==> config.mk <==
export PLATFORM = sky130hd
export DESIGN_NAME = serial_scheduler
export DESIGN_NICKNAME = d
export VERILOG_FILES = /design/src/rtl/serial_pkg.sv /design/src/rtl/rr_arbiter_2.sv /design/src/rtl/serial_scheduler.sv
export SDC_FILE = /design/constraint.sdc
export NUM_CORES = 1
export LEC_CHECK = 0
export BUFFER_PORTS_ARGS = -buffer_cell sky130_fd_sc_hd__buf_2
export CAP_MARGIN = 0
export CORE_ASPECT_RATIO = 1.2
export CORE_MARGIN = 4
export CORE_UTILIZATION = 25
export CTS_CLUSTER_SIZE = 24
export DETAILED_ROUTE_END_ITERATION = 7
export HOLD_SLACK_MARGIN = 0.02
export SETUP_SLACK_MARGIN = 0.1
export SLEW_MARGIN = 0
export SYNTH_ARGS = -nofsm -noshare
export SYNTH_HDL_FRONTEND = slang
export SYNTH_SLANG_ARGS = --single-unit
==> constraint.sdc <==
create_clock -name clk -period 4.4 [get_ports clk]
set_input_delay 0.44 -clock clk [delete_from_list [all_inputs] [get_ports clk]]
set_output_delay 0.44 -clock clk [all_outputs]
set_load 0.1 [all_outputs]
==> src/rtl/serial_pkg.sv <==
// Shared definitions for the serial frame scheduler: FSM encoding,
// payload width, default timing parameters and a counter-width helper.
package serial_pkg;

  localparam int DATA_W             = 8;
  localparam int GAP_CYCLES_DEF     = 30000;
  localparam int TIMEOUT_CYCLES_DEF = 64;

  typedef enum logic [1:0] {
    ST_IDLE  = 2'd0,
    ST_START = 2'd1,
    ST_SEND  = 2'd2,
    ST_GAP   = 2'd3
  } state_t;

  // Width of a counter that must hold 0..max(a,b) without overflow.
  function automatic int cnt_width(input int a, input int b);
    int m;
    m = (a > b) ? a : b;
    if (m < 1) m = 1;
    return $clog2(m + 1);
  endfunction

endpackage

==> src/rtl/rr_arbiter_2.sv <==
// Two-requester round-robin arbiter. pointer names the requester that wins
// a tie; it moves to the other requester whenever a grant is taken.
module rr_arbiter_2 (
  input  logic       clk,
  input  logic       rst_n,
  input  logic [1:0] req,
  input  logic       advance,
  output logic [1:0] grant,
  output logic       pointer
);

  // Combinational winner selection from the current requests and pointer.
  always_comb begin
    grant = 2'b00;
    case (req)
      2'b01:   grant = 2'b01;
      2'b10:   grant = 2'b10;
      2'b11:   grant = pointer ? 2'b10 : 2'b01;
      default: grant = 2'b00;
    endcase
  end

  // Favour the requester that did not just win; only moves on a taken grant.
  always_ff @(posedge clk or negedge rst_n) begin
    if (!rst_n) begin
      pointer <= 1'b0;
    end else if (advance) begin
      pointer <= grant[0];
    end
  end

endmodule

==> src/rtl/serial_scheduler.sv <==
// Serial frame scheduler: arbitrates two position-sample requesters, hands
// one captured sample per frame to a serial transmitter, supervises the
// transmit with a timeout and enforces an idle gap between frames.
module serial_scheduler
  import serial_pkg::*;
#(
  parameter int GAP_CYCLES     = GAP_CYCLES_DEF,
  parameter int TIMEOUT_CYCLES = TIMEOUT_CYCLES_DEF
) (
  input  logic              clk,
  input  logic              rst_n,
  input  logic [1:0]        req,
  input  logic [DATA_W-1:0] x0,
  input  logic [DATA_W-1:0] y0,
  input  logic [DATA_W-1:0] z0,
  input  logic [DATA_W-1:0] x1,
  input  logic [DATA_W-1:0] y1,
  input  logic [DATA_W-1:0] z1,
  output logic [1:0]        grant,
  output logic              tx_start,
  output logic [DATA_W-1:0] tx_x,
  output logic [DATA_W-1:0] tx_y,
  output logic [DATA_W-1:0] tx_z,
  input  logic              tx_done,
  output logic              gap_active,
  output logic [15:0]       frame_cnt,
  output logic              timeout_err
);

  // One counter serves both the SEND timeout and the GAP length.
  localparam int CNT_W = cnt_width(GAP_CYCLES, TIMEOUT_CYCLES);
  localparam logic [CNT_W-1:0] GAP_LAST =
    CNT_W'((GAP_CYCLES > 0) ? GAP_CYCLES - 1 : 0);
  localparam logic [CNT_W-1:0] TO_LAST =
    CNT_W'((TIMEOUT_CYCLES > 0) ? TIMEOUT_CYCLES - 1 : 0);
  localparam bit HAS_GAP = (GAP_CYCLES > 0);

  state_t           state;
  logic [CNT_W-1:0] cnt;
  logic [15:0]      frame_cnt_q;
  logic [1:0]       arb_grant;
  logic             rr_ptr;
  logic             take;
  logic             sel1;

  assign take      = (state == ST_IDLE) && (req != 2'b00);
  assign sel1      = (req == 2'b11) ? rr_ptr : req[1];
  assign frame_cnt = frame_cnt_q;

  rr_arbiter_2 u_arb (
    .clk     (clk),
    .rst_n   (rst_n),
    .req     (req),
    .advance (take),
    .grant   (arb_grant),
    .pointer (rr_ptr)
  );

  // Frame FSM with registered outputs, payload latch, counters and flags.
  always_ff @(posedge clk or negedge rst_n) begin
    if (!rst_n) begin
      state       <= ST_IDLE;
      cnt         <= '0;
      grant       <= 2'b00;
      tx_start    <= 1'b0;
      tx_x        <= '0;
      tx_y        <= '0;
      tx_z        <= '0;
      gap_active  <= 1'b0;
      frame_cnt_q <= 16'd0;
      timeout_err <= 1'b0;
    end else begin
      case (state)
        ST_IDLE: begin
          if (take) begin
            tx_x     <= sel1 ? x1 : x0;
            tx_y     <= sel1 ? y1 : y0;
            tx_z     <= sel1 ? z1 : z0;
            grant    <= arb_grant;
            tx_start <= 1'b1;
            state    <= ST_START;
          end
        end
        ST_START: begin
          grant    <= 2'b00;
          tx_start <= 1'b0;
          cnt      <= '0;
          state    <= ST_SEND;
        end
        ST_SEND: begin
          // A completion in the final timeout cycle still counts as success.
          if (tx_done || (cnt == TO_LAST)) begin
            if (tx_done) begin
              frame_cnt_q <= frame_cnt_q + 16'd1;
            end else begin
              timeout_err <= 1'b1;
            end
            cnt <= '0;
            if (HAS_GAP) begin
              state      <= ST_GAP;
              gap_active <= 1'b1;
            end else begin
              state <= ST_IDLE;
            end
          end else begin
            cnt <= cnt + 1'b1;
          end
        end
        ST_GAP: begin
          if (cnt == GAP_LAST) begin
            cnt        <= '0;
            gap_active <= 1'b0;
            state      <= ST_IDLE;
          end else begin
            cnt <= cnt + 1'b1;
          end
        end
        default: begin
          state <= ST_IDLE;
        end
      endcase
    end
  end

endmodule

# --- Yosys cells after proc, flatten, opt, wreduce, memory -nomap -nowiden ---
# Index checks and enable logic that the tools add are counted.
word_totals:
  wordCells: 58
  ff_bits: 63
  in_bits: 53
classes:
  n_eq_ne: 11
  bitwise: 1
  reduce_logical: 13
  n_mux: 20
  add_sub_neg: 2
op_table:
  columns: ["cell", "count"]
  rows:
  - ["$pmux 15 s3", 1]
  - ["$mux 15", 2]
  - ["$mux 8", 3]
  - ["$add 16x1->16 const B", 1]
  - ["$add 15x1->15 const B", 1]
  - ["$eq 15x15->1 const B", 1]
  - ["$eq 15x6->1 const B", 1]
  - ["$reduce_and 3->1", 4]
  - ["$mux 2", 5]
  - ["$eq 2x2->1 const B", 4]
  - ["$pmux 2 s4", 1]
  - ["$ne 2x2->1 const B", 3]
  - ["$pmux 2 s3", 1]
  - ["$reduce_bool 2->1", 3]
  - ["$eq 2x1->1 const B", 2]
  - ["$mux 1", 4]
  - ["$pmux 1 s2", 2]
  - ["$pmux 2 s2", 1]
  - ["$reduce_and 2->1", 2]
  - ["$reduce_bool 3->1", 1]
  - ["$logic_not 2->1", 1]
  - ["$logic_and 1x1->1", 1]
  - ["$logic_or 1x1->1", 1]
  - ["$not 1->1", 1]

# --- Longest topological paths before layout ---
depth:
  word_depth: 4
  ltp_mapped: 7

# --- Cells and area by module ---
# From an unflattened synthesis, not the netlist that was laid out.
unflattened:
  cells_unflattened: 308
  area_unflattened_um2: 3126.7
by_module_without_submodules:
  columns: ["module", "cells_per_inst", "instances", "area_per_inst_um2"]
  rows:
  - ["serial_scheduler", 303, 1, 3064.2]
  - ["rr_arbiter_2", 5, 1, 62.6]

# --- Least setup slack after synthesis ---
# OpenSTA, ideal clock, no wires.
synth_path:
  path_type: "reg2reg"
  from: "register cnt[6]"
  to: "register cnt[6]"
  path_slack_ps: 2288
  setup_time_ps: 121
  required_time_ps: 4279
  n_path_buf: 0
  stages_incl_launch_ff: 6
  arrival_time_ps: 1991
  path_cell_list: "dfrtp_1 or4_4 o41a_1 a21o_2 a21o_1 a22o_1"
synth_via:
  elab_chain_len: 4
  elab_cells_between_ends: 7
  cone_classes: "add/sub: 1; eq/ne: 2; mux: 3; reduce/logical: 1"
synth_rtl:
  columns: ["item", "line", "rtl"]
  rows:
  - ["from (decl)", "serial_scheduler.sv:39", "logic [CNT_W-1:0] cnt;"]
  - ["from (signal assigned)", "serial_scheduler.sv:106", "cnt <= cnt + 1'b1;"]
  - ["from (signal assigned)", "serial_scheduler.sv:115", "cnt <= cnt + 1'b1;"]
  - ["branches (longest 3 deep; another with $add 15x1->15)", null, null]
  - ["$pmux 15 s3 (*)", "serial_scheduler.sv:73", "case (state)"]
# Every way passes the cells marked *.
# A chain may end at the register's enable or synchronous reset.

# --- Worst setup path after layout ---
layout_path:
  from: "register cnt[6]"
  to: "register cnt[2]"
layout_via:
  elab_chain_len: 4
  elab_cells_between_ends: 6
  cone_classes: "eq/ne: 2; mux: 3; reduce/logical: 1"
layout_rtl:
  columns: ["item", "line", "rtl"]
  rows:
  - ["$eq 15x6->1", "serial_scheduler.sv:92", "if (tx_done || (cnt == TO_LAST)) begin"]
  - ["$logic_or 1x1->1", "serial_scheduler.sv:92", null]
  - ["$mux 15", "serial_scheduler.sv:92", null]
  - ["$pmux 15 s3 (*)", "serial_scheduler.sv:73", null]
# Mark *: on every way between the ends. The rest lies on a longest branch, timed or not.

==> results.md <==
- Crit end category: register
- Vias/cell: 4.53
- First-pass GRT wire length: 12200 µm
- Drt pass-1 iters: 4
- Input/output buffers: 97
- PwrDens: 822 mW/mm²
- Leakage: 0.00203 µW
- Post-detail-place hpwl: 5590 µm
- Bufs on Longest Clock Path: 2
- Fin cells: 574
- Endpoints failing hold: 0
- Worst vdd ir: 0.593 mV
- Avg Inst Size Synth: 10.0 µm²
- Top-count cell post-synth: dfrtp_1
- Dpl cells: 558
- # setup viols final: 0
- Fin crit period: 2280 ps
- Antenna cells: 0
- Slowest CP cell: or4_4
- Post-route DRC: 0
- Die H: 129 µm
- Worst slew pin tran: 998 ps
- Critical path, cell by cell: or4_4 > o41a_1 > a21o_2 > nor2_1 > nor3_1
- Biggest area consumer among synthesized cells: dfrtp_1
- Final ANT Viol Nets: 0
- Synth Flop Type: dfrtp_1
- RSZ-0062 raised after global routing: no
- Area added between synthesis and finish: 32.7%
- Slowest stage delay, CP: 560 ps
- WP data required: 4590 ps
- WL/cell: 12.9 µm
- Fmax: 439 MHz
- Cts-stage hold buffer count: 0
- Worst-Skew Late Latency: 330 ps
- Post-synth EDFFs: 0
- NumNets Final: 468
- GRT overflow: 0
- Placement Setup Slack: 2150 ps
- Synth Net Count: 366
- Sequential share of the synthesized area: 0.514
- #FFs+latches synth: 63
- Die W: 109 µm
- CTS tree: done
- Routability congestion estimate from global placement: 0.837
- Final WL: 7410 µm
- Die area: 0.0141 mm²
- Critical path arrival: 2470 ps
- Synth Cell Area: 0.00307 mm²
- CP Class: reg -> reg
- Syn. warnings: 0
- Fin. max-slew vios: 0
- Ys async rst share: 1.00
- FP Rows: 44
- CP Max Fanout: 7
- Initial antenna violation count: 0
- Syn Inst Count: 306
- I/O pin count: 98
- Total global routing track utilization: 0.110
- # Post-CTS Setup Buffers: 0
- DR vias: 2601
- Commonest cells in the synthesized netlist: dfrtp_1, nand2_1, o21ai_0, mux2i_1, nor2_1
- CTS buffer count: 9
- Deepest level of the CTS H-tree: 3
- Setup_tns: 0 ps
- Max cap viols: 0
- Min-Delay Path Class: in -> async
- Largest net degree at the start of global routing: 51
- Initial Util: 0.255
- Status: complete, no violations
- Core box area: 0.0121 mm²
- Fillers: 1224
- Final clock skew: 6.70 ps
- Max_slew headroom: 0.333
- Detailed Route Iter0 Violations: 103
- Fin worst setup slack: 2120 ps
- Post-cts repair resize count: 0
- Synth area leaders: dfrtp_1, mux2i_1, o21ai_0
- Worst setup SP type: register
- Yosys cell types: 40
- # clock sinks: 63
- Period utilization: 0.518
- Clock-pin slew on the worst setup and hold paths: 60 ps
- Vias in the first global route: 2576
- Clock Tree Root: clkbuf_16
- Layout cells sized above 1: 0.300
- Top-area cell type share of the netlist area: 0.514
registers in the layout, summed over array words and instances (netlist names), 2 cells and up:
signal and count:
tx_y 8, state 2, tx_x 8, tx_z 8, cnt 15, frame_cnt 16, grant 2
kinds of logic after synthesis:
group	Yosys count	share of synthesized area
AOI/OAI and AO/OA	60	0.116
muxes	27	0.0901
xor gates and xnor gates	18	0.0514
adders and majority gates	7	0.0285
DFF	63	0.514
and+or+nand+nor	111	0.175
buffers and inverters	20	0.0257
per-stage QoR:
| step | total power, µW | instance area (µm²) | utilization | hold WS (ps) |
|---|---|---|---|---|
| 6_report | 3350 | 4070 | 0.338 | 185 |
| 2_1_floorplan | 2280 | 3070 | - | 144 |
| 3_3_place_gp | 2580 | 3750 | 0.311 | 455 |
| 3_5_place_dp | 2600 | 3750 | 0.311 | 456 |
| 4_1_cts | 3390 | 4070 | 0.338 | 210 |
| 5_1_grt | 3540 | 4070 | 0.338 | 256 |
critical path, delay by kind of cell (launching register included):
kind	cells	cell delay (ps)
flip-flops	1	420
AND/OR/NAND/NOR	3	950
AO/OA/AOI/OAI	2	790
final timing paths:
check / slack (ps) / endpoint / startpoint / depth (start not counted)
max: 2120 / cnt[2] / cnt[6] / 5
max in group asynchronous: 3320 / tx_y[1] / rst_n / 2
min reg2reg: 470 / frame_cnt[15] / frame_cnt[15] / 1
max reg2reg: 2120 / cnt[2] / cnt[6] / 5
min: 180 / cnt[6] / rst_n / 1
min in group clk: 390 / tx_z[2] / z1[2] / 3
power by group:
| group | internal [µW] | switching, µW | total [µW] |
|---|---|---|---|
| clock | 511 | 256 | 767 |
| combinational | 323 | 1410 | 1740 |
| sequential | 742 | 104 | 846 |
| total | 1580 | 1770 | 3350 |
cell usage in the layout (no fill, tap or decap), drive strengths merged:
cell type	count
xnor2	12
mux2	2
mux2i	25
a311oi	1
clkinv	2
nor2	18
bufinv	2
xor2	6
inv	12
o21ai	35
or4	3
nand3	14
ha	7
a22o	5
clkinvlp	1
and2b	1
nand2b	2
clkbuf	11
a211oi	1
nand2	43
dfrtp	63
o22ai	1
nor3	9
nor2b	1
o41a	1
a21oi	12
and3	7
nand4b	1
nand3b	1
o21bai	1
nor4bb	1
buf	99
nand4	9
a21o	3
nor4	1
layer usage:
layer | up-vias | global-route usage | wire length (µm)
met2 | 111 | 0.168 | 3390
met5 | - | 0 | 0
met1 | 1198 | 0.135 | 3190
met4 | 0 | 0.0505 | 155
li1 | 1279 | - | -
met3 | 13 | 0.0433 | 683
layout make-up:
cell class	count	area (µm²)	share of cell area
inverters	12	45.0	0.0111
clock inverters	5	81.3	0.0200
clock buffers	11	243	0.0596
repair buffers	99	500	0.123
multi-input cells	223	1430	0.350
flip-flops and latches	63	1580	0.387
well taps	161	201	0.0495
No activity file was read; power rests on OpenSTA's default activity.
